==> config.mk <==
export PLATFORM = sky130hd
export DESIGN_NAME = int_priority_encoder_8_to_3
export DESIGN_NICKNAME = d
export VERILOG_FILES = /design/src/rtl/int_priority_encoder_8_to_3.sv
export SDC_FILE = /design/constraint.sdc
export NUM_CORES = 1
export LEC_CHECK = 0
export ABC_AREA = 1
export CORE_ASPECT_RATIO = 1.2
export CORE_MARGIN = 2
export CORE_UTILIZATION = 40
export CTS_BUF_LIST = sky130_fd_sc_hd__clkbuf_8
export DETAILED_ROUTE_END_ITERATION = 8
export PLACE_DENSITY = 0.72
export SLEW_MARGIN = 20
export SYNTH_ARGS = -nofsm -noshare
export SYNTH_HDL_FRONTEND = slang
export SYNTH_SLANG_ARGS = --single-unit
==> constraint.sdc <==
create_clock -name clk -period 4.2 [get_ports clk]
set_clock_uncertainty 0.15 [all_clocks]
set_input_delay 1.05 -clock clk [delete_from_list [all_inputs] [get_ports clk]]
set_output_delay 1.05 -clock clk [all_outputs]
set_load 0.01 [all_outputs]
==> src/rtl/int_priority_encoder_8_to_3.sv <==
// Interrupt priority encoder for the LC-3 core: edge-detects eight device lines into
// pending latches and presents the highest unmasked level above cur_pl until acknowledged.
module int_priority_encoder_8_to_3 #(
  parameter logic [7:0] VECTOR_BASE = 8'h80
) (
  input  logic       clk,
  input  logic       reset_n,
  input  logic [7:0] irq,
  input  logic [7:0] irq_mask,
  input  logic [2:0] cur_pl,
  input  logic       int_ack,
  output logic       int_req,
  output logic [2:0] int_pl,
  output logic [7:0] int_vec,
  output logic [7:0] pending
);

  localparam int unsigned N_LINES = 8;
  localparam int unsigned PL_W    = 3;

  typedef enum logic [1:0] {
    IDLE = 2'd0,
    REQ  = 2'd1,
    HOLD = 2'd2
  } state_t;

  state_t              r_state;
  state_t              w_state_nxt;
  logic [N_LINES-1:0]  r_irq_q;
  logic [N_LINES-1:0]  r_pending;
  logic                r_int_req;
  logic [PL_W-1:0]     r_int_pl;
  logic [7:0]          r_int_vec;

  logic [N_LINES-1:0]  w_rise;
  logic [N_LINES-1:0]  w_cand;
  logic [N_LINES-1:0]  w_clr;
  logic [PL_W-1:0]     w_h;
  logic                w_eligible;
  logic                w_load;
  logic                w_accept;

  assign w_rise = irq & ~r_irq_q;
  assign w_cand = r_pending & irq_mask;

  // Highest set bit of the masked pending set; ascending scan lets the top bit win.
  always_comb begin
    w_h = '0;
    for (int i = 0; i < int'(N_LINES); i++) begin
      if (w_cand[i]) w_h = PL_W'(i);
    end
  end

  assign w_eligible = (|w_cand) && (w_h > cur_pl);

  always_ff @(posedge clk or negedge reset_n) begin
    if (!reset_n) r_state <= IDLE;
    else          r_state <= w_state_nxt;
  end

  always_comb begin
    w_state_nxt = r_state;
    case (r_state)
      IDLE:    if (w_eligible) w_state_nxt = REQ;
      REQ:     if (int_ack)    w_state_nxt = HOLD;
      HOLD:    w_state_nxt = IDLE;
      default: w_state_nxt = IDLE;
    endcase
  end

  // Load strobes derived from state; ack outside REQ has no effect.
  always_comb begin
    w_load   = 1'b0;
    w_accept = 1'b0;
    w_clr    = '0;
    case (r_state)
      IDLE:    w_load = w_eligible;
      REQ: begin
        w_accept = int_ack;
        if (int_ack) w_clr = N_LINES'(1) << r_int_pl;
      end
      default: ;
    endcase
  end

  // A same-cycle rise overrides the clear, so a fresh event on the acked line survives.
  always_ff @(posedge clk or negedge reset_n) begin
    if (!reset_n) begin
      r_irq_q   <= '0;
      r_pending <= '0;
      r_int_req <= 1'b0;
      r_int_pl  <= '0;
      r_int_vec <= '0;
    end else begin
      r_irq_q   <= irq;
      r_pending <= (r_pending & ~w_clr) | w_rise;
      if (w_load) begin
        r_int_req <= 1'b1;
        r_int_pl  <= w_h;
        r_int_vec <= 8'(VECTOR_BASE + 8'(w_h));
      end else if (w_accept) begin
        r_int_req <= 1'b0;
      end
    end
  end

  assign int_req = r_int_req;
  assign int_pl  = r_int_pl;
  assign int_vec = r_int_vec;
  assign pending = r_pending;

endmodule
Word-level counts from Yosys, hierarchy flattened
Cells that the tools add are included.

Input bits: 22. Register bits: 30. Output and inout port bits: 20.

Multiplexer cells: 16. Eq/ne operators: 3. Reduce and logical (&&, ||, !) cells: 5. Bitwise logic cells: 6. Add/sub/neg operators: 1. Order comparisons: 1. Shifts and indexed selects: 1.

Operators by type and width (number): $and A8 B8 Y8 (3); $mux W8 (2); $not A8 Y8 (2); $mux W3 (4); $add A8 B3 Y8 const A (1); $mux W2 (4); $or A8 B8 Y8 (1); $reduce_or A8 Y1 (1); $shl A1 B3 Y8 const A (1); $mux W1 (5); $ne A2 B2 Y1 const B (2); $pmux W2 S2 (1); $gt A3 B3 Y1 (1); $eq A2 B1 Y1 const B (1); $logic_not A2 Y1 (1); $reduce_and A2 Y1 (1); $reduce_bool A2 Y1 (1); $logic_and A1 B1 Y1 (1).

Longest topological paths before layout
Depth in word-level cells: 12. Gate-level depth with buffers: 17. Mapped depth without buffers: 17.

Worst setup path after synthesis
OpenSTA, ideal clock, no wires.

Kind: input to register. Start point: input irq_mask[5]. End point: register r_int_vec[7] (netlist: int_vec[7]). Stages: 13. Buffers on the path: 0. Slack: 1.706 ns. Arrival: 2.220 ns. Cells stage by stage: nand2_2 -> nand2_2 -> a21oi_1 -> nor2_1 -> inv_1 -> ha_1 -> nand2_1 -> nor2_1 -> nor2_1 -> nand2_1 -> nand3_4 -> inv_2 -> or2_1.

Longest elaborated chain between the ends: 7.

Ends and longest elaborated chain: from (decl) (line 9) `input logic [7:0] irq_mask,`; $and A8 B8 Y8 (*) (line 44) `assign w_cand = r_pending & irq_mask;`; $mux W3 (*) (3 in a row) (line 50) `if (w_cand[i]) w_h = PL_W'(i);`; via w_h[1] (line 38) `logic [PL_W-1:0] w_h;`; branches (longest 3 deep; another with $add A8 B3 Y8); to (signal assigned) (line 100) `r_int_vec <= 8'(VECTOR_BASE + 8'(w_h));`; to (decl) (line 33) `logic [7:0] r_int_vec;`.

Mark *: on every way through the listed nets, which the timed path passes. A chain may end at the register's enable or synchronous reset.

Worst setup path in the final report
Same ends and word-level chain as after synthesis.

==> results.cfg <==
[run_status]
result_of_the_run = completed

[synthesis]
synth.yosys.warnings = 0
avg_synthesized_cell_area_um2 = 8.758
synthTopCellsByArea = sky130_fd_sc_hd__dfrtp_1, sky130_fd_sc_hd__nand2_1, sky130_fd_sc_hd__o21ai_0, sky130_fd_sc_hd__inv_1, sky130_fd_sc_hd__buf_4
synth_cell_type_count = 15
yosysSeqAreaShare_pct = 53.86
synth_top_area_share_pct = 53.86
synth_top_area_cell = sky130_fd_sc_hd__dfrtp_1
synth.cell_area_mm2 = 0.001069
syn_inst = 122
synth_seq_cells = 23

[floorplan]
core_area_mm2 = 0.002527
ios = 42
fp.dieW_um = 51.18
chipHeight_um = 60.62
effective_utilization_at_floorplan_pct = 42.28
die_area_mm2 = 0.003102
rows = 20

[clock_tree]
clock_sink_count = 23
tritoncts = built
cts_root_buf = sky130_fd_sc_hd__clkbuf_8
hold_buffers = 0
clock_latency_ns = 0.26
cts_h_tree_depth = 1
path_clk_slew_ns = 0.08
max-clock-path-buffers = 2
ctsResizeCount = 0
post-cts-setup-buffer-count = 0
numCtsBuffers = 3

[power]
vdd_ir_drop_max_uv = 294.5
power.leakage_uw = 0.0007058
powerDensity_mw_per_mm2 = 517.8

[route]
ant_nets = 0
routed_wirelength_um = 2087
viasPerCell = 4.427
first_pass_iters = 3
drt_first_iter_violations = 8
num_vias = 850
wl_per_cell_um = 10.87
drcViolationCount = 0

[setup_path]
critical_path.most_common_cell = sky130_fd_sc_hd__nor2_1
timing.critical_path.slowest_cell_delay_ns = 0.47
cp-start-kind = primary input
cpMaxStageDelayCell = sky130_fd_sc_hd__clkdlybuf4s50_1
timing.rr.start = pending[6]
critical_path.startpoint = irq_mask[5]
cp.required_ns = 4.20
timing.critical_path.fanout_max = 8
crit_path_end_kind = register
crit_type = in -> reg
crit_arrival_ns = 2.83
crit_path_cell_trace = clkdlybuf4s50_1 -> nand2_2 -> nand2_2 -> a21oi_1 -> nor2_1 -> inv_1 -> ha_1 -> nand2_1 -> nor2_1 -> nor2_1 -> nand2_1 -> nand3_4 -> inv_2 -> or2_1

[layout]
nets_finish = 185
layout-drive-gt1-share_pct = 8.805
antenna-diode-count = 0
layout_commonest_cell = sky130_fd_sc_hd__clkdlybuf4s50_1
top_library_cells_by_usage_in_the_layout_fill_and_taps_aside = sky130_fd_sc_hd__clkdlybuf4s50_1, sky130_fd_sc_hd__nand2_1, sky130_fd_sc_hd__dfrtp_1
area_growth_syn_to_layout_pct = 38.41
fillers = 247

[timing]
worst-slew-pin-transition_ns = 0.5007
finalHoldViolCount = 0
final.setup.tns_ns = 0
fmaxAchievable_mhz = 353.5
grt_setup_unrepaired = no
finalSetupViolCount = 0
final-max-slew-violation-count = 0
worst_case_setup_margin_in_the_final_layout_ns = 1.371
timing.max_slew.rel_slack_pct = 66.62
timing.final.crit_share_pct = 67.36
finalWorstPathRequiredPeriod_ns = 2.829

[worst_hold_path]
hold_path_class = reg -> reg
hold_start = r_irq_q[1]

[grt]
overflow = 0
grt_pass1_vias = 851
grt_first_pass_wirelength_um = 3546
groute.usage.overall_pct = 15.19
antenna_found_initial = 0
grt_max_degree = 24

[placement]
weighted_congestion_reported_at_the_end_of_routability_driven_placement = 0.7540
portBuffers = 37
pre_cts_slack_ns = 1.085
detailed_place_hpwl_um = 1791

[flow_run]
timing.max_cap.violations = 0
state kept, by name, indices dropped and copies added (netlist names):
signal   cells
r_irq_q      8
pending      8
int_pl       2
int_vec      2
int_req      1
r_state      2
worst paths after layout:
| path | cells past startpoint | slack [ns] | to |
|---|---|---|---|
| setup / recovery | 14 | 1.37 | int_vec[7] |
| hold / removal | 1 | 0.27 | pending[1] |
| setup reg to reg | 12 | 2.21 | int_vec[7] |
| hold reg to reg | 1 | 0.27 | pending[1] |
| max in group asynchronous | 1 | 2.96 | r_state[1] |
| min in group asynchronous | 1 | 0.60 | pending[3] |
metal layers:
layer / global-route usage, % / share of wire [%] / vias up
met3: 2.463 / 6.0 / 2
met1: 18.69 / 41 / 383
li1: - / - / 439
met5: 0 / 0 / -
met2: 28.01 / 52 / 26
met4: 3.475 / 0.81 / 0
cell families (layout without fill, tap and decap cells):
| family | after synthesis | count (layout) | synth area share [%] |
|---|---|---|---|
| buffers and inverters | 28 | 62 | 12.29 |
| other | 1 | 4 | 0.3510 |
| and+or+nand+nor | 46 | 46 | 20.14 |
| adders and majority gates | 3 | 3 | 3.513 |
| AOI/OAI and AO/OA | 21 | 21 | 9.836 |
| DFF | 23 | 23 | 53.86 |
layout make-up:
class / count / area [um^2] / share of cell area [%]
Multi-Input combinational cell: 74 / 372.9 / 25.21
Clock inverter: 1 / 3.754 / 0.2538
Inverter: 21 / 78.83 / 5.330
Tap cell: 33 / 41.29 / 2.792
Clock buffer: 3 / 41.29 / 2.792
Sequential cell: 23 / 575.6 / 38.92
Timing Repair Buffer: 37 / 365.4 / 24.70
synthesized netlist by cell type:
master	count
sky130_fd_sc_hd__nand3_1	1
sky130_fd_sc_hd__ha_1	3
sky130_fd_sc_hd__or2_1	1
sky130_fd_sc_hd__inv_2	1
sky130_fd_sc_hd__dfrtp_1	23
sky130_fd_sc_hd__a21oi_1	1
sky130_fd_sc_hd__buf_4	7
sky130_fd_sc_hd__nand2_1	29
sky130_fd_sc_hd__conb_1	1
sky130_fd_sc_hd__nand2_2	7
sky130_fd_sc_hd__nand3_4	1
sky130_fd_sc_hd__o21ai_0	20
sky130_fd_sc_hd__inv_1	20
sky130_fd_sc_hd__nor2_4	1
sky130_fd_sc_hd__nor2_1	6
worst max-delay path, delay by kind of cell:
family,cells,cell delay [ns]
simple gates,9,0.86
buf+inv,3,0.57
fa+ha+maj,1,0.29
compound gates,1,0.04
power by group:
group | switching (uW) | total [uW] | internal (uW)
sequential | 46.4 | 319 | 273
clock | 64.8 | 130 | 65.1
combinational | 155 | 317 | 162
total | 266 | 766 | 499
per-stage QoR:
step	utilization (%)	hold WS (ns)	instances	power (uW)	cell area [um^2]
finish	58.51	0.2708	192	765.7	1479
global route	58.51	0.2879	192	827.1	1479
CTS	58.71	0.2771	192	775.9	1484
detailed placement	56.93	0.2664	188	645.4	1439
global placement	56.93	0.2540	188	636.0	1439
floorplan	-	0.2496	125	494.3	1080
No activity file was read; power rests on OpenSTA's default activity.
